===== config.mk =====
export PLATFORM = sky130hd
export DESIGN_NAME = semaforo_monitor
export DESIGN_NICKNAME = d
export VERILOG_FILES = /design/src/rtl/semaforo_pkg.sv /design/src/rtl/semaforo_phase_tracker.sv /design/src/rtl/semaforo_monitor.sv
export SDC_FILE = /design/constraint.sdc
export NUM_CORES = 1
export LEC_CHECK = 0
export BUFFER_PORTS_ARGS = -buffer_cell sky130_fd_sc_hd__buf_2
export CORE_MARGIN = 3
export CORE_UTILIZATION = 40
export DETAILED_ROUTE_END_ITERATION = 10
export PLACE_DENSITY = 0.62
export SKIP_CTS_REPAIR_TIMING = 1
export SLEW_MARGIN = 10
export SYNTH_ARGS = -nofsm -noshare
export SYNTH_HDL_FRONTEND = slang
export SYNTH_SLANG_ARGS = --single-unit

===== constraint.sdc =====
create_clock -name CLK100MHZ -period 2.2 [get_ports CLK100MHZ]
set_clock_uncertainty 0.15 [all_clocks]
set_input_delay 0.44 -clock CLK100MHZ [delete_from_list [all_inputs] [get_ports CLK100MHZ]]
set_output_delay 0.44 -clock CLK100MHZ [all_outputs]
set_load 0.005 [all_outputs]

===== src/rtl/semaforo_pkg.sv =====
// Shared definitions for the semaforo lamp monitor: lamp bit positions, fault codes,
// monitor states and the per-direction phase decode.
package semaforo_pkg;

  // Bit positions in the 8-bit lamp bus {ped_b,ped_a,g_b,y_b,r_b,g_a,y_a,r_a}
  localparam int unsigned LAMP_R_A   = 0;
  localparam int unsigned LAMP_Y_A   = 1;
  localparam int unsigned LAMP_G_A   = 2;
  localparam int unsigned LAMP_R_B   = 3;
  localparam int unsigned LAMP_Y_B   = 4;
  localparam int unsigned LAMP_G_B   = 5;
  localparam int unsigned LAMP_PED_A = 6;
  localparam int unsigned LAMP_PED_B = 7;

  // Numeric value doubles as priority: lowest non-zero code wins
  typedef enum logic [2:0] {
    FC_NONE     = 3'd0,
    FC_CONFLICT = 3'd1,
    FC_COMBO    = 3'd2,
    FC_PED      = 3'd3,
    FC_SEQ      = 3'd4,
    FC_SHORT    = 3'd5,
    FC_STALL    = 3'd6
  } fault_code_t;

  typedef logic [1:0] mon_state_t;
  localparam mon_state_t ST_INIT  = 2'd0;
  localparam mon_state_t ST_RUN   = 2'd1;
  localparam mon_state_t ST_FAULT = 2'd2;

  typedef enum logic [1:0] {PH_R, PH_Y, PH_G, PH_BAD} phase_t;

  // ryg = {g,y,r}; anything not one-hot is PH_BAD
  function automatic phase_t decode_phase(input logic [2:0] ryg);
    phase_t ph;
    case (ryg)
      3'b001:  ph = PH_R;
      3'b010:  ph = PH_Y;
      3'b100:  ph = PH_G;
      default: ph = PH_BAD;
    endcase
    return ph;
  endfunction

endpackage


===== src/rtl/semaforo_phase_tracker.sv =====
// One traffic direction: detects phase changes, checks legal order (G->Y->R->G),
// minimum green/yellow durations, and owns the saturating phase tick counter.
module semaforo_phase_tracker
  import semaforo_pkg::*;
#(
  parameter int unsigned MIN_GREEN  = 8,
  parameter int unsigned MIN_YELLOW = 2,
  parameter int unsigned CNT_W      = 8
) (
  input  logic       clk,
  input  logic       reset,
  input  logic       clear,
  input  logic       tick,
  input  logic [2:0] ryg_now,
  input  logic [2:0] ryg_prev,
  output logic       changed,
  output logic       seq_err,
  output logic       short_err,
  output logic       combo_err
);

  localparam logic [CNT_W-1:0] MinGreenCnt  = CNT_W'(MIN_GREEN);
  localparam logic [CNT_W-1:0] MinYellowCnt = CNT_W'(MIN_YELLOW);

  phase_t           ph_now;
  phase_t           ph_prev;
  logic [CNT_W-1:0] phase_cnt;

  // Transition legality and duration checks against the ticks spent in the old phase
  always_comb begin
    ph_now    = decode_phase(ryg_now);
    ph_prev   = decode_phase(ryg_prev);
    changed   = (ryg_now != ryg_prev);
    combo_err = (ph_now == PH_BAD);
    seq_err   = changed && !((ph_prev == PH_G && ph_now == PH_Y) ||
                             (ph_prev == PH_Y && ph_now == PH_R) ||
                             (ph_prev == PH_R && ph_now == PH_G));
    short_err = changed && ((ph_prev == PH_G && phase_cnt < MinGreenCnt) ||
                            (ph_prev == PH_Y && phase_cnt < MinYellowCnt));
  end

  // Phase counter: a change in the same cycle as a tick restarts from zero
  always_ff @(posedge clk) begin
    if (reset || clear || changed) begin
      phase_cnt <= '0;
    end else if (tick && phase_cnt != '1) begin
      phase_cnt <= phase_cnt + CNT_W'(1);
    end
  end

endmodule


===== src/rtl/semaforo_monitor.sv =====
// Protocol checker for the semaforo lamp outputs. Registers the lamp bus, runs static,
// sequence, duration and progress checks while armed, and latches the first violation.
module semaforo_monitor
  import semaforo_pkg::*;
#(
  parameter int unsigned MIN_GREEN  = 8,
  parameter int unsigned MIN_YELLOW = 2,
  parameter int unsigned MAX_STALL  = 64,
  parameter int unsigned CNT_W      = 8
) (
  input  logic       CLK100MHZ,
  input  logic       reset,
  input  logic       tick,
  input  logic       clr,
  input  logic [7:0] lamps,
  output logic       fault,
  output logic [2:0] fault_code,
  output logic [7:0] fault_count,
  output logic       armed
);

  localparam logic [CNT_W-1:0] StallLimit = CNT_W'(MAX_STALL);

  logic [7:0]       lamps_q;
  logic [5:0]       lamps_p;
  mon_state_t       state_q, state_d;
  logic             fault_q, fault_d;
  fault_code_t      code_q, code_d;
  logic [7:0]       count_q, count_d;
  logic [CNT_W-1:0] stall_cnt;

  logic        trk_clear;
  logic        chg_a, seq_a, short_a, combo_a;
  logic        chg_b, seq_b, short_b, combo_b;
  logic        conflict_err, ped_err, stall_err;
  fault_code_t static_code, run_code;

  assign trk_clear = (state_q != ST_RUN) || clr;

  semaforo_phase_tracker #(
    .MIN_GREEN (MIN_GREEN),
    .MIN_YELLOW(MIN_YELLOW),
    .CNT_W     (CNT_W)
  ) u_track_a (
    .clk      (CLK100MHZ),
    .reset    (reset),
    .clear    (trk_clear),
    .tick     (tick),
    .ryg_now  ({lamps_q[LAMP_G_A], lamps_q[LAMP_Y_A], lamps_q[LAMP_R_A]}),
    .ryg_prev ({lamps_p[LAMP_G_A], lamps_p[LAMP_Y_A], lamps_p[LAMP_R_A]}),
    .changed  (chg_a),
    .seq_err  (seq_a),
    .short_err(short_a),
    .combo_err(combo_a)
  );

  semaforo_phase_tracker #(
    .MIN_GREEN (MIN_GREEN),
    .MIN_YELLOW(MIN_YELLOW),
    .CNT_W     (CNT_W)
  ) u_track_b (
    .clk      (CLK100MHZ),
    .reset    (reset),
    .clear    (trk_clear),
    .tick     (tick),
    .ryg_now  ({lamps_q[LAMP_G_B], lamps_q[LAMP_Y_B], lamps_q[LAMP_R_B]}),
    .ryg_prev ({lamps_p[LAMP_G_B], lamps_p[LAMP_Y_B], lamps_p[LAMP_R_B]}),
    .changed  (chg_b),
    .seq_err  (seq_b),
    .short_err(short_b),
    .combo_err(combo_b)
  );

  // Lamp capture: plain data pipeline, so the INIT baseline is valid right after reset
  always_ff @(posedge CLK100MHZ) begin
    lamps_q <= lamps;
    lamps_p <= lamps_q[5:0];
  end

  // Progress watchdog: only vehicle lamps count as progress, ped lamps do not
  always_ff @(posedge CLK100MHZ) begin
    if (reset || trk_clear || chg_a || chg_b) begin
      stall_cnt <= '0;
    end else if (tick && stall_cnt != '1) begin
      stall_cnt <= stall_cnt + CNT_W'(1);
    end
  end

  // Static checks and priority encode; static_code alone judges the INIT baseline
  always_comb begin
    conflict_err = (lamps_q[LAMP_G_A] | lamps_q[LAMP_Y_A]) &
                   (lamps_q[LAMP_G_B] | lamps_q[LAMP_Y_B]);
    ped_err      = (lamps_q[LAMP_PED_A] & ~lamps_q[LAMP_R_A]) |
                   (lamps_q[LAMP_PED_B] & ~lamps_q[LAMP_R_B]);
    stall_err    = (stall_cnt == StallLimit);

    static_code = FC_NONE;
    if (conflict_err)          static_code = FC_CONFLICT;
    else if (combo_a | combo_b) static_code = FC_COMBO;
    else if (ped_err)          static_code = FC_PED;

    run_code = static_code;
    if (static_code == FC_NONE) begin
      if (seq_a | seq_b)          run_code = FC_SEQ;
      else if (short_a | short_b) run_code = FC_SHORT;
      else if (stall_err)         run_code = FC_STALL;
    end
  end

  // Monitor FSM: INIT (baseline) -> RUN -> FAULT, clr returns to INIT from anywhere
  always_comb begin
    state_d = state_q;
    fault_d = fault_q;
    code_d  = code_q;
    count_d = count_q;
    case (state_q)
      ST_INIT: begin
        if (!clr) begin
          if (static_code != FC_NONE) begin
            state_d = ST_FAULT;
            fault_d = 1'b1;
            code_d  = static_code;
            if (count_q != 8'hFF) count_d = count_q + 8'd1;
          end else begin
            state_d = ST_RUN;
          end
        end
      end
      ST_RUN: begin
        if (clr) begin
          state_d = ST_INIT;
        end else if (run_code != FC_NONE) begin
          state_d = ST_FAULT;
          fault_d = 1'b1;
          code_d  = run_code;
          if (count_q != 8'hFF) count_d = count_q + 8'd1;
        end
      end
      ST_FAULT: begin
        if (clr) begin
          state_d = ST_INIT;
          fault_d = 1'b0;
          code_d  = FC_NONE;
        end
      end
      default: begin
        state_d = ST_INIT;
        fault_d = 1'b0;
        code_d  = FC_NONE;
      end
    endcase
  end

  // State registers; reset dominates clr and every other input
  always_ff @(posedge CLK100MHZ) begin
    if (reset) begin
      state_q <= ST_INIT;
      fault_q <= 1'b0;
      code_q  <= FC_NONE;
      count_q <= 8'd0;
    end else begin
      state_q <= state_d;
      fault_q <= fault_d;
      code_q  <= code_d;
      count_q <= count_d;
    end
  end

  assign fault       = fault_q;
  assign fault_code  = code_q;
  assign fault_count = count_q;
  assign armed       = (state_q == ST_RUN);

endmodule


==> report_table.html <==
<table>
<tr><th>Metric</th><th>Value</th></tr>
<tr><th colspan="2">Run status</th></tr>
<tr><td>Outcome</td><td>finished with violations</td></tr>
<tr><td>Violations in the final reports</td><td>setup timing</td></tr>
<tr><th colspan="2">Synthesis</th></tr>
<tr><td>Cell type with the largest total area after synthesis</td><td>sky130_fd_sc_hd__dfxtp_1</td></tr>
<tr><td>Proportion of register bits with asynchronous set or reset after synthesis</td><td>0%</td></tr>
<tr><td>Cell area after technology mapping</td><td>2410 um2</td></tr>
<tr><td>Share of synthesized area occupied by flip-flops and latches</td><td>43.2%</td></tr>
<tr><td>Avg Inst Size Synth</td><td>9.05 um2</td></tr>
<tr><td>Number of flops mapped to enable cells by yosys</td><td>0</td></tr>
<tr><td>Count of state elements after synthesis</td><td>52</td></tr>
<tr><td>Top cell type's share of synthesized area</td><td>43.2%</td></tr>
<tr><td>Warnings, synthesis</td><td>0</td></tr>
<tr><td>Post-synth net total</td><td>283</td></tr>
<tr><td>Most instantiated flip-flop cell in the synthesis netlist</td><td>sky130_fd_sc_hd__dfxtp_1</td></tr>
<tr><td>Instance count of the mapped netlist</td><td>266</td></tr>
<tr><td>Largest cells by area after synthesis</td><td>sky130_fd_sc_hd__dfxtp_1, sky130_fd_sc_hd__xor2_1, sky130_fd_sc_hd__nor2_1</td></tr>
<tr><td>Count of distinct cell types in the synthesized netlist</td><td>49</td></tr>
<tr><th colspan="2">Clocking</th></tr>
<tr><td>Buffers from clock root to sink, at most</td><td>2</td></tr>
<tr><td>Clock insertion delay at the later pin of the skew report</td><td>0.30 ns</td></tr>
<tr><td>TritonCTS clock tree</td><td>done</td></tr>
<tr><td>H-tree Lvls</td><td>2</td></tr>
<tr><td>Number of sinks on the clock net</td><td>52</td></tr>
<tr><td>Clock buffer count from CTS</td><td>5</td></tr>
<tr><td>Register clock-pin slew on the reported worst setup and hold paths</td><td>0.10 ns</td></tr>
<tr><td>Buffer cell driving the clock tree root</td><td>sky130_fd_sc_hd__clkbuf_8</td></tr>
<tr><th colspan="2">Placed design</th></tr>
<tr><td>Detail Placement HPWL</td><td>3.69 mm</td></tr>
<tr><td>Global placer's final weighted congestion</td><td>0.835</td></tr>
<tr><td>Port Buffer Count</td><td>24</td></tr>
<tr><td>Placed Cells incl. Taps</td><td>403</td></tr>
<tr><td>Post-Place Setup Slack</td><td>-0.118 ns</td></tr>
<tr><th colspan="2">Worst hold path</th></tr>
<tr><td>Hold Path Class</td><td>in -&gt; reg</td></tr>
<tr><th colspan="2">Critical path</th></tr>
<tr><td>Logic depth of the worst register-to-register path</td><td>8</td></tr>
<tr><td>Crit Path Max Fanout</td><td>7</td></tr>
<tr><td>Arrival time at the worst endpoint</td><td>2.32 ns</td></tr>
<tr><td>FF-to-FF End</td><td>fault_count[0]$_SDFFE_PP0P_</td></tr>
<tr><td>Category of the worst setup path launch point</td><td>flip-flop</td></tr>
<tr><td>Crit path capture</td><td>fault_count[0]$_SDFFE_PP0P_</td></tr>
<tr><td>Data required time at the worst endpoint</td><td>2.25 ns</td></tr>
<tr><td>Nature of the critical path endpoint</td><td>flip-flop</td></tr>
<tr><td>Start point of the critical path</td><td>lamps_q[1]$_DFF_P_</td></tr>
<tr><td>Worst reg2reg setup slack</td><td>-0.07 ns</td></tr>
<tr><td>Beginning of the worst register-to-register path</td><td>lamps_q[1]$_DFF_P_</td></tr>
<tr><td>Path type of the worst setup path</td><td>reg -&gt; reg</td></tr>
<tr><th colspan="2">Floorplanning</th></tr>
<tr><td>Area of the die</td><td>6980 um2</td></tr>
<tr><td>Total number of placement rows</td><td>27</td></tr>
<tr><td>Initial standard-cell utilization of the core</td><td>42.4%</td></tr>
<tr><td>Number of top-level pins</td><td>25</td></tr>
<tr><td>Die span in y</td><td>83.6 um</td></tr>
<tr><td>Floorplan Core Area</td><td>5680 um2</td></tr>
<tr><td>Die width</td><td>83.6 um</td></tr>
<tr><th colspan="2">Routing</th></tr>
<tr><td>Count of nets left with antenna violations after detail routing</td><td>0</td></tr>
<tr><td>Routed wire length</td><td>4.95 mm</td></tr>
<tr><td>Remaining design rule violation count</td><td>0</td></tr>
<tr><td>Number of vias in the routed layout</td><td>2123</td></tr>
<tr><td>Number of search-and-repair iterations in the first detailed-routing pass</td><td>4</td></tr>
<tr><td>WL per Instance</td><td>12.0 um</td></tr>
<tr><td>DR vias/cell</td><td>5.15</td></tr>
<tr><td>Number of design-rule violations left by the first detailed-router iteration</td><td>97</td></tr>
<tr><th colspan="2">Power and ir drop</th></tr>
<tr><td>Pwr per Cell Area</td><td>562 nW/um2</td></tr>
<tr><td>Pleak</td><td>1.22 nW</td></tr>
<tr><td>Peak supply drop</td><td>0.279 mV</td></tr>
<tr><th colspan="2">STA</th></tr>
<tr><td>Headroom to the max-slew limit</td><td>73.7%</td></tr>
<tr><td>Number of slew-limit violations in the final report</td><td>0</td></tr>
<tr><td>Min Tclk post-route</td><td>2.27 ns</td></tr>
<tr><td>Setup-failing EPs final</td><td>8</td></tr>
<tr><td>Setup Total Neg Slack</td><td>-0.481 ns</td></tr>
<tr><td>Setup repair after global routing missed its margin</td><td>yes</td></tr>
<tr><td>Least setup slack across all paths after layout</td><td>-0.0716 ns</td></tr>
<tr><td>Highest achievable clock rate</td><td>440 MHz</td></tr>
<tr><td>Worst hold slack after final layout</td><td>0.0771 ns</td></tr>
<tr><td>Final cycle utilization of the critical path</td><td>103%</td></tr>
<tr><td>Final Hold Violating Endpoints</td><td>0</td></tr>
<tr><td>Worst-Margin Slew</td><td>0.391 ns</td></tr>
<tr><th colspan="2">Layout</th></tr>
<tr><td>Most frequent standard cell in the layout excluding fill and tap cells</td><td>sky130_fd_sc_hd__buf_4</td></tr>
<tr><td>Share of cells above drive strength 1</td><td>30.6%</td></tr>
<tr><td>Register cell area after layout</td><td>1050 um2</td></tr>
<tr><td>Net count of the finished layout</td><td>356</td></tr>
<tr><td>Count of antenna diodes in the layout</td><td>0</td></tr>
<tr><td>Commonest non-fill, non-tap cells in the layout</td><td>sky130_fd_sc_hd__buf_4, sky130_fd_sc_hd__dfxtp_1, sky130_fd_sc_hd__nor2_1, sky130_fd_sc_hd__buf_2, sky130_fd_sc_hd__xor2_1</td></tr>
<tr><td>Fillers</td><td>531</td></tr>
<tr><td>Area growth, synth to finish</td><td>28.8%</td></tr>
<tr><td>Fin cells</td><td>412</td></tr>
<tr><td>Combined area of the multi-input logic cells</td><td>1350 um2</td></tr>
<tr><th colspan="2">Global route</th></tr>
<tr><td>Antenna violations before repair</td><td>0</td></tr>
<tr><td>First-pass GRT wire length</td><td>8.67 mm</td></tr>
<tr><td>Total congestion overflow after global routing</td><td>0</td></tr>
<tr><td>Total GRT Usage</td><td>14.5%</td></tr>
<tr><td>Via count of the first global-routing pass</td><td>1965</td></tr>
<tr><td>Pin count of the biggest net entering global routing</td><td>18</td></tr>
<tr><th colspan="2">Run</th></tr>
<tr><td>Maxcap violations</td><td>0</td></tr>
</table>
==> worst min-delay path by stage <==
stage | startpoint | endpoint | slack, ns | cells after the start
5_1_grt | lamps[5] | lamps_q[5]$_DFF_P_ | 0.05 | 1
3_3_place_gp | lamps_q[2]$_DFF_P_ | lamps_p[2]$_DFF_P_ | 0.23 | 0
6_report | lamps[2] | lamps_q[2]$_DFF_P_ | 0.08 | 1
2_1_floorplan | lamps_q[3]$_DFF_P_ | lamps_p[3]$_DFF_P_ | 0.18 | 0
3_5_place_dp | lamps_q[2]$_DFF_P_ | lamps_p[2]$_DFF_P_ | 0.24 | 0
4_1_cts | lamps[2] | lamps_q[2]$_DFF_P_ | 0.07 | 1
==> sequential cells by signal, summed over array words and instances (netlist names), 2 cells and up <==
signal               count
fault_code               3
fault_count              8
lamps_p                  6
lamps_q                  8
stall_cnt                8
state_q                  2
u_track_a.phase_cnt      8
u_track_b.phase_cnt      8
==> metrics by stage <==
stage	cell area, um2	power, mW	util [%]
5_1_grt	3100	1.84	54.6
3_5_place_dp	2930	1.20	51.6
6_report	3100	1.74	54.6
2_1_floorplan	2410	1.11	-
4_1_cts	3020	1.75	53.2
3_3_place_gp	2930	1.19	51.6
==> cell type report <==
type	instances	share of cell area (%)
inverter	8	0.969
sequential	52	34.0
clock inverter	3	0.767
tap	72	2.91
multi-input combinational	201	43.6
clock buffer	5	2.22
timing repair buffer	71	15.5
==> per-layer routing <==
metal	routed length, um	GRT usage [%]	up-vias
met5	0	0	-
met4	60	3.95	0
met3	166	3.16	6
met2	2190	23.3	31
met1	2530	19.8	983
li1	-	-	1103
==> critical path, cell delays in order (launching register included) <==
cell,delay [ns]
sky130_fd_sc_hd__dfxtp_4,0.38
sky130_fd_sc_hd__or3b_4,0.41
sky130_fd_sc_hd__a211oi_4,0.23
sky130_fd_sc_hd__nand4_2,0.11
sky130_fd_sc_hd__or2_4,0.26
sky130_fd_sc_hd__o211ai_4,0.27
sky130_fd_sc_hd__buf_4,0.16
sky130_fd_sc_hd__xor2_1,0.14
sky130_fd_sc_hd__nor2_1,0.05
==> cells by family (layout without fill, tap and decap cells) <==
group	count (synthesis)	in the layout	synth area share, %
simple gates	119	119	26.7
flops	52	52	43.2
compound gates	49	49	14.0
xor+xnor	23	23	8.37
buf+inv	13	87	2.75
fa+ha+maj	5	5	2.60
mux	5	5	2.29
==> cells in the mapped netlist (all sizes together), types with 4 or more instances <==
library cell  instances
dfxtp                52
nor2                 37
xor2                 18
nand2                16
o21ai                14
a21oi                10
nand4                10
or3                  10
nand3                 9
inv                   8
nor2b                 7
nor4                  6
ha                    5
o211ai                5
xnor2                 5
buf                   4
mux2i                 4
nand4bb               4
nor3                  4
==> report_power, final <==
group / internal, mW / total [mW] / switching (mW) / leakage, nW
Sequential: 0.968 / 0.996 / 0.0282 / 0.426
Combinational: 0.106 / 0.195 / 0.0890 / 0.753
Clock: 0.226 / 0.551 / 0.326 / 0.0404
Power figures use the tool's default switching activity.
